===== src/rtl/bus_pkg.sv =====
// rtl/bus_pkg.sv - shared types and constants for the 8085 machine-cycle bus controller
package bus_pkg;

    localparam int ADDR_W = 16;

    typedef enum logic [2:0] {
        OF  = 3'd0,
        MR  = 3'd1,
        MW  = 3'd2,
        IOR = 3'd3,
        IOW = 3'd4
    } mcycle_t;

    typedef enum logic [2:0] {
        TS_IDLE = 3'd0,
        TS_T1   = 3'd1,
        TS_T2   = 3'd2,
        TS_TW   = 3'd3,
        TS_T3   = 3'd4,
        TS_T4   = 3'd5
    } tstate_t;

    localparam logic [1:0] ST_FETCH = 2'b11;
    localparam logic [1:0] ST_READ  = 2'b10;
    localparam logic [1:0] ST_WRITE = 2'b01;
    localparam logic [1:0] ST_HALT  = 2'b00;

    function automatic logic type_valid(input logic [2:0] t);
        return t <= 3'd4;
    endfunction

    function automatic logic is_read(input mcycle_t t);
        return (t == OF) || (t == MR) || (t == IOR);
    endfunction

    function automatic logic is_io(input mcycle_t t);
        return (t == IOR) || (t == IOW);
    endfunction

    function automatic logic [1:0] status_of(input mcycle_t t);
        if (t == OF)
            return ST_FETCH;
        else if (is_read(t))
            return ST_READ;
        else
            return ST_WRITE;
    endfunction

endpackage


===== src/rtl/bus_cycle_ctrl_if.sv =====
// rtl/bus_cycle_ctrl_if.sv - request/response and 8085 bus signals of the cycle controller
interface bus_cycle_ctrl_if;
    import bus_pkg::*;

    logic              mc_start;
    logic [2:0]        mc_type;
    logic [ADDR_W-1:0] mc_addr;
    logic [7:0]        mc_wdata;
    logic              ready;
    logic [7:0]        ad_in;
    logic [7:0]        ad_out;
    logic              ad_oe;
    logic [7:0]        haddress;
    logic              S0;
    logic              S1;
    logic              IOMn;
    logic              RDn;
    logic              WRn;
    logic              ALE;
    logic              dbus_to_instr_reg;
    logic [7:0]        rdata;
    logic              rdata_valid;
    logic              busy;
    logic              bus_err;
    logic [2:0]        tstate;

    // slave: the controller itself; master: the requester driving it
    modport slave (
        input  mc_start, mc_type, mc_addr, mc_wdata, ready, ad_in,
        output ad_out, ad_oe, haddress, S0, S1, IOMn, RDn, WRn, ALE,
               dbus_to_instr_reg, rdata, rdata_valid, busy, bus_err, tstate
    );

    modport master (
        output mc_start, mc_type, mc_addr, mc_wdata, ready, ad_in,
        input  ad_out, ad_oe, haddress, S0, S1, IOMn, RDn, WRn, ALE,
               dbus_to_instr_reg, rdata, rdata_valid, busy, bus_err, tstate
    );

endinterface


===== src/rtl/bus_cycle_ctrl.sv =====
// rtl/bus_cycle_ctrl.sv - 8085 machine-cycle T-state sequencer with registered bus outputs
module bus_cycle_ctrl
    import bus_pkg::*;
#(
    parameter int MAX_WAIT = 15
) (
    input  logic             clk,
    input  logic             rst,
    bus_cycle_ctrl_if.slave  bus
);

    tstate_t     state;
    mcycle_t     cyc_type;
    logic [7:0]  cyc_wdata;
    logic [15:0] wait_cnt;
    logic        req_ok;
    logic        finishing;
    mcycle_t     req_type;

    assign req_type  = mcycle_t'(bus.mc_type);
    assign req_ok    = bus.mc_start && type_valid(bus.mc_type);
    assign finishing = ((state == TS_T3) && (cyc_type != OF)) || (state == TS_T4);
    assign bus.tstate = state;

    always_ff @(posedge clk or negedge rst) begin
        if (!rst) begin
            state                 <= TS_IDLE;
            cyc_type              <= OF;
            cyc_wdata             <= 8'h00;
            wait_cnt              <= 16'd0;
            bus.ad_out            <= 8'h00;
            bus.ad_oe             <= 1'b0;
            bus.haddress          <= 8'h00;
            bus.S0                <= 1'b0;
            bus.S1                <= 1'b0;
            bus.IOMn              <= 1'b0;
            bus.RDn               <= 1'b1;
            bus.WRn               <= 1'b1;
            bus.ALE               <= 1'b0;
            bus.dbus_to_instr_reg <= 1'b0;
            bus.rdata             <= 8'h00;
            bus.rdata_valid       <= 1'b0;
            bus.busy              <= 1'b0;
            bus.bus_err           <= 1'b0;
        end else begin
            bus.ALE               <= 1'b0;
            bus.dbus_to_instr_reg <= 1'b0;
            bus.rdata_valid       <= 1'b0;
            bus.bus_err           <= 1'b0;

            case (state)
                TS_T1: begin
                    state <= TS_T2;
                    if (is_read(cyc_type)) begin
                        bus.RDn   <= 1'b0;
                        bus.ad_oe <= 1'b0;
                    end else begin
                        bus.WRn    <= 1'b0;
                        bus.ad_oe  <= 1'b1;
                        bus.ad_out <= cyc_wdata;
                    end
                end
                TS_T2: begin
                    if (bus.ready) begin
                        state                 <= TS_T3;
                        bus.dbus_to_instr_reg <= (cyc_type == OF);
                    end else begin
                        state <= TS_TW;
                    end
                end
                TS_TW: begin
                    if (bus.ready) begin
                        state                 <= TS_T3;
                        bus.dbus_to_instr_reg <= (cyc_type == OF);
                    end else if ((MAX_WAIT != 0) && (int'(wait_cnt) + 1 == MAX_WAIT)) begin
                        state                 <= TS_T3;
                        bus.bus_err           <= 1'b1;
                        bus.dbus_to_instr_reg <= (cyc_type == OF);
                    end else begin
                        wait_cnt <= wait_cnt + 16'd1;
                    end
                end
                TS_T3: begin
                    bus.RDn <= 1'b1;
                    bus.WRn <= 1'b1;
                    if (is_read(cyc_type)) begin
                        bus.rdata       <= bus.ad_in;
                        bus.rdata_valid <= 1'b1;
                    end
                    if (cyc_type == OF) begin
                        state     <= TS_T4;
                        bus.ad_oe <= 1'b0;
                    end
                end
                default: ;
            endcase

            // IDLE and the final T-state share the accept path so back-to-back cycles need no gap
            if ((state == TS_IDLE) || finishing) begin
                if (req_ok) begin
                    state        <= TS_T1;
                    cyc_type     <= req_type;
                    cyc_wdata    <= bus.mc_wdata;
                    wait_cnt     <= 16'd0;
                    bus.ALE      <= 1'b1;
                    bus.ad_oe    <= 1'b1;
                    bus.ad_out   <= bus.mc_addr[7:0];
                    bus.haddress <= is_io(req_type) ? bus.mc_addr[7:0] : bus.mc_addr[15:8];
                    {bus.S1, bus.S0} <= status_of(req_type);
                    bus.IOMn     <= is_io(req_type);
                    bus.busy     <= 1'b1;
                end else begin
                    state     <= TS_IDLE;
                    bus.S0    <= 1'b0;
                    bus.S1    <= 1'b0;
                    bus.ad_oe <= 1'b0;
                    bus.busy  <= 1'b0;
                end
            end
        end
    end

endmodule


===== src/flat_wrapper.sv =====
// flat-port wrapper written by rule: the top's interface ports become plain ports
module bus_cycle_ctrl_flat import bus_pkg::*;
#(
    parameter int MAX_WAIT = 15
)
  (clk, rst, bus_mc_start, bus_mc_type, bus_mc_addr, bus_mc_wdata, bus_ready, bus_ad_in, bus_ad_out, bus_ad_oe, bus_haddress, bus_S0, bus_S1, bus_IOMn, bus_RDn, bus_WRn, bus_ALE, bus_dbus_to_instr_reg, bus_rdata, bus_rdata_valid, bus_busy, bus_bus_err, bus_tstate);
  bus_cycle_ctrl_if bus_i ();
  input  logic clk;
  input  logic rst;
  input wire logic [$bits(bus_i.mc_start)-1:0] bus_mc_start;
  input wire logic [$bits(bus_i.mc_type)-1:0] bus_mc_type;
  input wire logic [$bits(bus_i.mc_addr)-1:0] bus_mc_addr;
  input wire logic [$bits(bus_i.mc_wdata)-1:0] bus_mc_wdata;
  input wire logic [$bits(bus_i.ready)-1:0] bus_ready;
  input wire logic [$bits(bus_i.ad_in)-1:0] bus_ad_in;
  output wire logic [$bits(bus_i.ad_out)-1:0] bus_ad_out;
  output wire logic [$bits(bus_i.ad_oe)-1:0] bus_ad_oe;
  output wire logic [$bits(bus_i.haddress)-1:0] bus_haddress;
  output wire logic [$bits(bus_i.S0)-1:0] bus_S0;
  output wire logic [$bits(bus_i.S1)-1:0] bus_S1;
  output wire logic [$bits(bus_i.IOMn)-1:0] bus_IOMn;
  output wire logic [$bits(bus_i.RDn)-1:0] bus_RDn;
  output wire logic [$bits(bus_i.WRn)-1:0] bus_WRn;
  output wire logic [$bits(bus_i.ALE)-1:0] bus_ALE;
  output wire logic [$bits(bus_i.dbus_to_instr_reg)-1:0] bus_dbus_to_instr_reg;
  output wire logic [$bits(bus_i.rdata)-1:0] bus_rdata;
  output wire logic [$bits(bus_i.rdata_valid)-1:0] bus_rdata_valid;
  output wire logic [$bits(bus_i.busy)-1:0] bus_busy;
  output wire logic [$bits(bus_i.bus_err)-1:0] bus_bus_err;
  output wire logic [$bits(bus_i.tstate)-1:0] bus_tstate;
  assign bus_i.mc_start = bus_mc_start;
  assign bus_i.mc_type = bus_mc_type;
  assign bus_i.mc_addr = bus_mc_addr;
  assign bus_i.mc_wdata = bus_mc_wdata;
  assign bus_i.ready = bus_ready;
  assign bus_i.ad_in = bus_ad_in;
  assign bus_ad_out = bus_i.ad_out;
  assign bus_ad_oe = bus_i.ad_oe;
  assign bus_haddress = bus_i.haddress;
  assign bus_S0 = bus_i.S0;
  assign bus_S1 = bus_i.S1;
  assign bus_IOMn = bus_i.IOMn;
  assign bus_RDn = bus_i.RDn;
  assign bus_WRn = bus_i.WRn;
  assign bus_ALE = bus_i.ALE;
  assign bus_dbus_to_instr_reg = bus_i.dbus_to_instr_reg;
  assign bus_rdata = bus_i.rdata;
  assign bus_rdata_valid = bus_i.rdata_valid;
  assign bus_busy = bus_i.busy;
  assign bus_bus_err = bus_i.bus_err;
  assign bus_tstate = bus_i.tstate;
  bus_cycle_ctrl #(.MAX_WAIT(MAX_WAIT)) u_core (.clk(clk), .rst(rst), .bus(bus_i));
endmodule

===== config.mk =====
export PLATFORM = sky130hd
export DESIGN_NAME = bus_cycle_ctrl_flat
export DESIGN_NICKNAME = d
export VERILOG_FILES = /design/src/rtl/bus_pkg.sv /design/src/rtl/bus_cycle_ctrl_if.sv /design/src/rtl/bus_cycle_ctrl.sv /design/src/flat_wrapper.sv
export SDC_FILE = /design/constraint.sdc
export NUM_CORES = 1
export LEC_CHECK = 0
export ABC_CLOCK_PERIOD_IN_PS = 2200
export BUFFER_PORTS_ARGS = -buffer_cell sky130_fd_sc_hd__buf_2
export CAP_MARGIN = 20
export CORE_MARGIN = 3
export CORE_UTILIZATION = 48
export DETAILED_ROUTE_END_ITERATION = 10
export PLACE_DENSITY_LB_ADDON = 0.2
export SLEW_MARGIN = 0
export SYNTH_ARGS = -nofsm -noshare
export SYNTH_HDL_FRONTEND = slang
export SYNTH_SLANG_ARGS = --single-unit
export TNS_END_PERCENT = 50

===== constraint.sdc =====
create_clock -name clk -period 2.2 [get_ports clk]
set_input_delay 0.11 -clock clk [delete_from_list [all_inputs] [get_ports clk]]
set_output_delay 0.11 -clock clk [all_outputs]
set_load 0.03 [all_outputs]

==> results of run 1 <==
[worst reg2reg max path, delay by kind of cell, from the launching register on]
family,cells,cell delay (ps)
multiplexers,1,280
AO/OA/AOI/OAI,2,370
flip-flops,1,440
adder cells (fa/ha/maj),1,230
AND/OR/NAND/NOR,3,650
[routing by layer]
metal  global-route usage  routed length [µm]
met4               0.0934                 189
met5                    0                   0
met2                0.362                3850
met1                0.279                3430
met3               0.0499                 428
[power by group through the flow]
stage               Clock, mW  Sequential [mW]  Combinational [mW]
finish                   1.08             1.89                2.17
global route             1.15             1.95                2.38
CTS                      1.10             1.88                2.17
detailed placement          0             1.90                2.12
global placement            0             1.89                2.08
floorplan                   0             2.47               0.917
[logic make-up (layout without fill, tap and decap cells)]
logic type	Yosys count	count (layout)	share of synthesized area
buf+inv	27	142	0.0381
fa+ha+maj	2	2	0.00777
flops	65	65	0.506
xor+xnor	9	9	0.0245
compound gates	65	65	0.124
mux	25	25	0.0809
simple gates	145	145	0.219
[cells in the final DEF, fill, tap and decap left out, types with 5 or more instances in the layout]
cell type,instances
sky130_fd_sc_hd__a21oi_1,11
sky130_fd_sc_hd__nand4_1,7
sky130_fd_sc_hd__xnor2_1,7
sky130_fd_sc_hd__inv_1,7
sky130_fd_sc_hd__nand2_1,63
sky130_fd_sc_hd__clkbuf_8,11
sky130_fd_sc_hd__nor3_1,6
sky130_fd_sc_hd__o21ai_0,30
sky130_fd_sc_hd__dlygate4sd3_1,23
sky130_fd_sc_hd__nand3_1,18
sky130_fd_sc_hd__mux2i_1,16
sky130_fd_sc_hd__buf_2,76
sky130_fd_sc_hd__nand2b_1,5
sky130_fd_sc_hd__mux2_2,8
sky130_fd_sc_hd__and3_1,6
sky130_fd_sc_hd__buf_4,19
sky130_fd_sc_hd__dfrtp_2,5
sky130_fd_sc_hd__nor2_1,16
sky130_fd_sc_hd__or3_1,5
sky130_fd_sc_hd__dfrtp_1,58
[area by class of cell]
class	count	area (µm²)	area share
timing repair buffer	119	773	0.183
clock inverter	5	61.3	0.0145
sequential	65	1640	0.387
inverter	7	26.3	0.00621
tap	77	96.3	0.0228
multi-input combinational	246	1490	0.351
clock buffer	11	151	0.0358
[through the flow]
stage                     hold slack [ps]  setup TNS [ps]  total power [mW]  instance area (µm²)
final                                10.6               0              5.13                 4230
after global routing                 26.3           -5.72              5.48                 4230
after CTS                            5.71               0              5.15                 4210
after detailed placement              151               0              4.02                 3760
after global placement                148               0              3.97                 3760
after floorplan                      -186               0              3.38                 3220
[worst max path at each step]
stage                          from                   end  slack [ps]  depth (start not counted)
4_1_cts          u_core.wait_cnt[0]  u_core.bus.tstate[1]          20                          7
3_3_place_gp     u_core.wait_cnt[0]  u_core.bus.tstate[1]          70                          7
3_5_place_dp     u_core.wait_cnt[0]  u_core.bus.tstate[1]          30                          7
6_report         u_core.wait_cnt[0]  u_core.bus.tstate[1]         120                          7
5_1_grt          u_core.wait_cnt[0]  u_core.bus.tstate[1]          -5                          7
2_1_floorplan  u_core.bus.tstate[2]   u_core.wait_cnt[11]         0.9                          9
[repair_timing]
action	CTS	global route
hold buffers	23	0
endpoints found under the hold margin	44	0
resized for setup	0	9
endpoints found under the setup margin	0	9
==> metrics.json, run 1 <==
{
  "timing.critical_path.cells": "ha_2 -> and3_1 -> nand4_1 -> mux2i_2 -> and4_4 -> a31oi_1 -> o31a_1",
  "syn-num-nets": 379,
  "die_h_um": 87.9,
  "final-max-slew-violation-count": 0,
  "syn-cell-area_um2": 3220,
  "hold_path_end": "u_core.bus.ad_out[3]",
  "rr_worst_depth": 7,
  "timing.critical_path.slowest_stage_cell": "sky130_fd_sc_hd__dfrtp_2",
  "synthesis.yosys.warnings": 0,
  "power.switching_mw": 2.16,
  "synthToLayoutAreaGrowth_pct": 31.4,
  "ys_ff_latch": 65,
  "grt_pass1_vias": 2843,
  "pwr-share-comb": 0.422,
  "yosys_top_cell_area_share": 0.490,
  "cts.htree.levels": 3,
  "floorplan.die.width_um": 87.9,
  "clk_pin_slew_ps": 80,
  "cell_type_with_the_highest_aggregate_area_in_the_netlist": "sky130_fd_sc_hd__dfrtp_1",
  "first_pass_grt_wire_length_um": 13200,
  "worstPathMaxFanout": 6,
  "final_period_minus_worst_setup_slack_ps": 2080,
  "seq_power_share": 0.368,
  "cts_tree": "done",
  "required_ps": 2440,
  "place_ws_ps": 34.0,
  "synth.avg_cell_area_um2": 9.52,
  "final.setup.worst_slack_ps": 121,
  "power_per_cell_area_nw_per_um2": 1210,
  "r2r-end": "u_core.bus.tstate[1]",
  "cts-root-buf": "sky130_fd_sc_hd__clkbuf_8",
  "dpl.hpwl_um": 5420,
  "ant_nets": 0,
  "cp.buffers_inverters": 0,
  "antenna-diode-count": 0,
  "fmax_ghz": 0.481,
  "flip_flop_count_of_the_largest_register_after_layout": 16,
  "drt-wirelength-per-cell_um": 14.9,
  "design.die.area_um2": 7720,
  "synth_top_cells_by_count": "sky130_fd_sc_hd__dfrtp_1 (63), sky130_fd_sc_hd__nand2_1 (63), sky130_fd_sc_hd__o21ai_0 (30)",
  "clk_latency_ps": 350,
  "maxSlewHeadroom": 0.614,
  "grt_start_max_net_pins": 42,
  "layout.nets": 489,
  "timing.reg2reg.setup_slack_ps": 120,
  "drv_cap": 0,
  "grt_util_all_layers": 0.220,
  "yosys.cell_types.count": 46,
  "rsz0062_at_grt": "true",
  "drive_gt1_frac": 0.305,
  "layout.core_utilization": 0.658,
  "initial_core_util": 0.501,
  "grt-ovfl-total": 0,
  "yosys-top-cells-area": "sky130_fd_sc_hd__dfrtp_1 (49%), sky130_fd_sc_hd__nand2_1 (7.3%), sky130_fd_sc_hd__mux2i_1 (5.3%)",
  "hold_critical_path_depth": 3,
  "synth_async_sr_flop_share": 1.00,
  "rr_startpoint": "u_core.wait_cnt[0]",
  "cts_setup_buffers": 0,
  "startpoint_type": "flip-flop",
  "cts_buffers": 9,
  "drt_iter0_markers": 133,
  "period_share": 0.945,
  "worst_path_dominant_cell_family": "simple AND/OR/NAND/NOR gates",
  "placeableCoreArea_um2": 6420,
  "synthCells": 338,
  "cts.sinks": 65,
  "antenna_found_initial": 0,
  "timing.hold.worst.class": "input pin to flip-flop",
  "clock_path_buffers": 2,
  "synth_flop_cell": "sky130_fd_sc_hd__dfrtp_1",
  "power_switching_share": 0.421,
  "biggest_cell_delay_along_the_critical_path_ps": 440,
  "drc_errors": 0,
  "vias": 2903,
  "ios": 77,
  "clockPowerShare": 0.211,
  "finish.cell_count_without_fillers": 530,
  "crit_type": "flip-flop to flip-flop",
  "worstHoldStart": "bus_mc_addr[3]",
  "port_buffers": 76,
  "route.final.wire_length_um": 7900,
  "drt_first_pass_iters": 4,
  "placedCellCount": 491,
  "worst-slew-pin-transition_ps": 580,
  "biggest_register": "u_core.wait_cnt",
  "synth_edf_count": 0,
  "rows": 29,
  "num-fill-cells": 527,
  "hold_violations": 0,
  "setup_violations": 0,
  "worst_ep_arrival_time_ps": 2320,
  "synth-seq-area-share": 0.506,
  "power.static_leakage_nw": 2.02,
  "gp_congestion": 0.889,
  "run_status": "finished clean",
  "power.ir.vdd_worst_mv": 0.808,
  "finalClockSkew_ps": 8.21,
  "detail_route.vias_per_cell": 5.48,
  "internal_power_mw": 2.97,
  "setup.worst_path.end_class": "flip-flop"
}
Note: power is estimated with default switching activity, not from simulation.
==> inputs of run 2 (changes only) <==
Settings changed: CORE_ASPECT_RATIO set to 1.1, HOLD_SLACK_MARGIN set to 0.03, SETUP_SLACK_MARGIN set to 0.15.
==> metrics.json, run 2 (synthesis results as in run 1) <==
{
  "run_status": "finished clean",
  "initial_core_util": 0.507,
  "route.final.wire_length_um": 8140,
  "placeableCoreArea_um2": 6340,
  "port_buffers": 76,
  "finalClockSkew_ps": 9.11,
  "layout.cells.most_common": "sky130_fd_sc_hd__buf_2",
  "critical_path.startpoint": "u_core.wait_cnt[8]",
  "grt-ovfl-total": 0,
  "detail_route.vias_per_cell": 5.38,
  "startpoint_type": "flip-flop",
  "final_period_minus_worst_setup_slack_ps": 1990,
  "cts-root-buf": "sky130_fd_sc_hd__clkbuf_8",
  "finalPower_mw": 5.32,
  "drive_gt1_frac": 0.341,
  "fmax_ghz": 0.502,
  "clk_latency_ps": 350,
  "synthToLayoutAreaGrowth_pct": 37.5,
  "period_share": 0.905,
  "floorplan.die.width_um": 84.1,
  "maxSlewHeadroom": 0.481,
  "grt_start_max_net_pins": 34,
  "gp_congestion": 0.973,
  "crit_type": "flip-flop to flip-flop",
  "seqCellArea_um2": 1640,
  "rows": 30,
  "drc_errors": 0,
  "worst_ep_arrival_time_ps": 2220,
  "cts.sinks": 65,
  "timing.reg2reg.setup_slack_ps": 210,
  "dpl.hpwl_um": 5390,
  "rr_worst_depth": 7,
  "cts.htree.levels": 3,
  "drt_first_pass_iters": 4,
  "flip_flop_count_of_the_largest_register_after_layout": 16,
  "die_h_um": 91.9,
  "drt_iter0_markers": 157,
  "first_pass_grt_wire_length_um": 13600,
  "layout.nets": 497,
  "cts_buffers": 9,
  "clock_path_buffers": 2,
  "design.die.area_um2": 7720,
  "grt_util_all_layers": 0.220,
  "final-max-slew-violation-count": 0,
  "clk_pin_slew_ps": 70,
  "drv_cap": 0,
  "r2r-end": "u_core.wait_cnt[0]",
  "setup_violations": 0,
  "biggest_register": "u_core.wait_cnt",
  "power.ir.vdd_worst_mv": 0.776,
  "ant_nets": 0,
  "multiInputGateArea_um2": 1570,
  "hold_path_end": "u_core.bus.haddress[3]",
  "hold_violations": 0,
  "worstPathMaxFanout": 7,
  "num-fill-cells": 487,
  "layout.cells.most_common_list": "sky130_fd_sc_hd__buf_2 (76), sky130_fd_sc_hd__nand2_1 (63), sky130_fd_sc_hd__dfrtp_1 (53), sky130_fd_sc_hd__o21ai_0 (30), sky130_fd_sc_hd__dlygate4sd3_1 (27)",
  "worstHoldStart": "bus_mc_addr[11]",
  "grt_pass1_vias": 2878,
  "hold_critical_path_depth": 3,
  "ios": 77,
  "drt-wirelength-per-cell_um": 15.0,
  "timing.hold.worst.class": "input pin to flip-flop",
  "rsz0062_at_grt": "true",
  "power_per_cell_area_nw_per_um2": 1200,
  "cts_tree": "done",
  "antenna-diode-count": 0,
  "setup.worst_path.end_class": "flip-flop",
  "rr_startpoint": "u_core.wait_cnt[8]",
  "required_ps": 2430,
  "antenna_found_initial": 0,
  "worst-slew-pin-transition_ps": 779,
  "power.static_leakage_nw": 2.07,
  "vias": 2911,
  "fin_worst_hold_slack_ps": 46.6
}
run 2: cell types whose count changed in the layout (fill, tap and decap cells not counted), sizes merged:
cell / before / now
bufinv: 1 / 3
buf: 96 / 100
dlygate4sd3: 23 / 27
inv: 9 / 7
run 2: layout make-up:
class	count	share of cell area
clock buffer	11	0.0297
timing repair buffer	127	0.193
inverter	7	0.00594
tap	80	0.0226
multi-input combinational	246	0.354
sequential	65	0.371
clock inverter	5	0.0235
run 2: power by group:
group          switching [mW]  total (mW)  internal, mW
Sequential              0.291        1.93          1.64
Clock                   0.452        1.21         0.754
Combinational            1.39        2.19         0.799
Total                    2.14        5.32          3.19
run 2: worst max-delay path by stage:
stage | endpoint | slack [ps] | depth (start not counted)
floorplan | u_core.wait_cnt[11] | 70 | 9
global placement | u_core.wait_cnt[0] | 100 | 6
detailed placement | u_core.bus.tstate[1] | -7 | 7
CTS | u_core.bus.tstate[1] | 120 | 7
global route | u_core.bus.tstate[1] | 100 | 5
finish | u_core.wait_cnt[0] | 210 | 7
run 2: per-layer routing:
layer	global-route usage	wire [µm]
met1	0.278	3500
met2	0.360	3950
met3	0.0530	474
met4	0.0925	213
met5	0	0
run 2: what timing repair did:
item / 4_1_cts / 5_1_grt
pin swaps: 2 / 7
endpoints found under the hold margin: 56 / 0
setup buffers: 0 / 4
hold buffers: 27 / 0
gates resized for setup: 7 / 22
endpoints found under the setup margin: 9 / 26
run 2: stage by stage:
step                      cells   util  setup TNS [ps]  instance area (µm²)  setup slack, ps
final                       541  0.698               0                 4430              209
after global routing        541  0.698               0                 4430             99.2
after CTS                   537  0.679               0                 4300              122
after detailed placement    494  0.596           -7.34                 3780            -7.34
after global placement      494  0.596               0                 3780              102
after floorplan             338      -               0                 3230             75.0
run 2: worst max-delay path, cell delays in order (launching register included):
cell and delay (ps):
sky130_fd_sc_hd__dfrtp_2 420, sky130_fd_sc_hd__nand4_1 230, sky130_fd_sc_hd__buf_4 230, sky130_fd_sc_hd__o31a_1 300, sky130_fd_sc_hd__a31oi_2 200, sky130_fd_sc_hd__or2_2 200, sky130_fd_sc_hd__a31oi_1 90, sky130_fd_sc_hd__and3_1 210
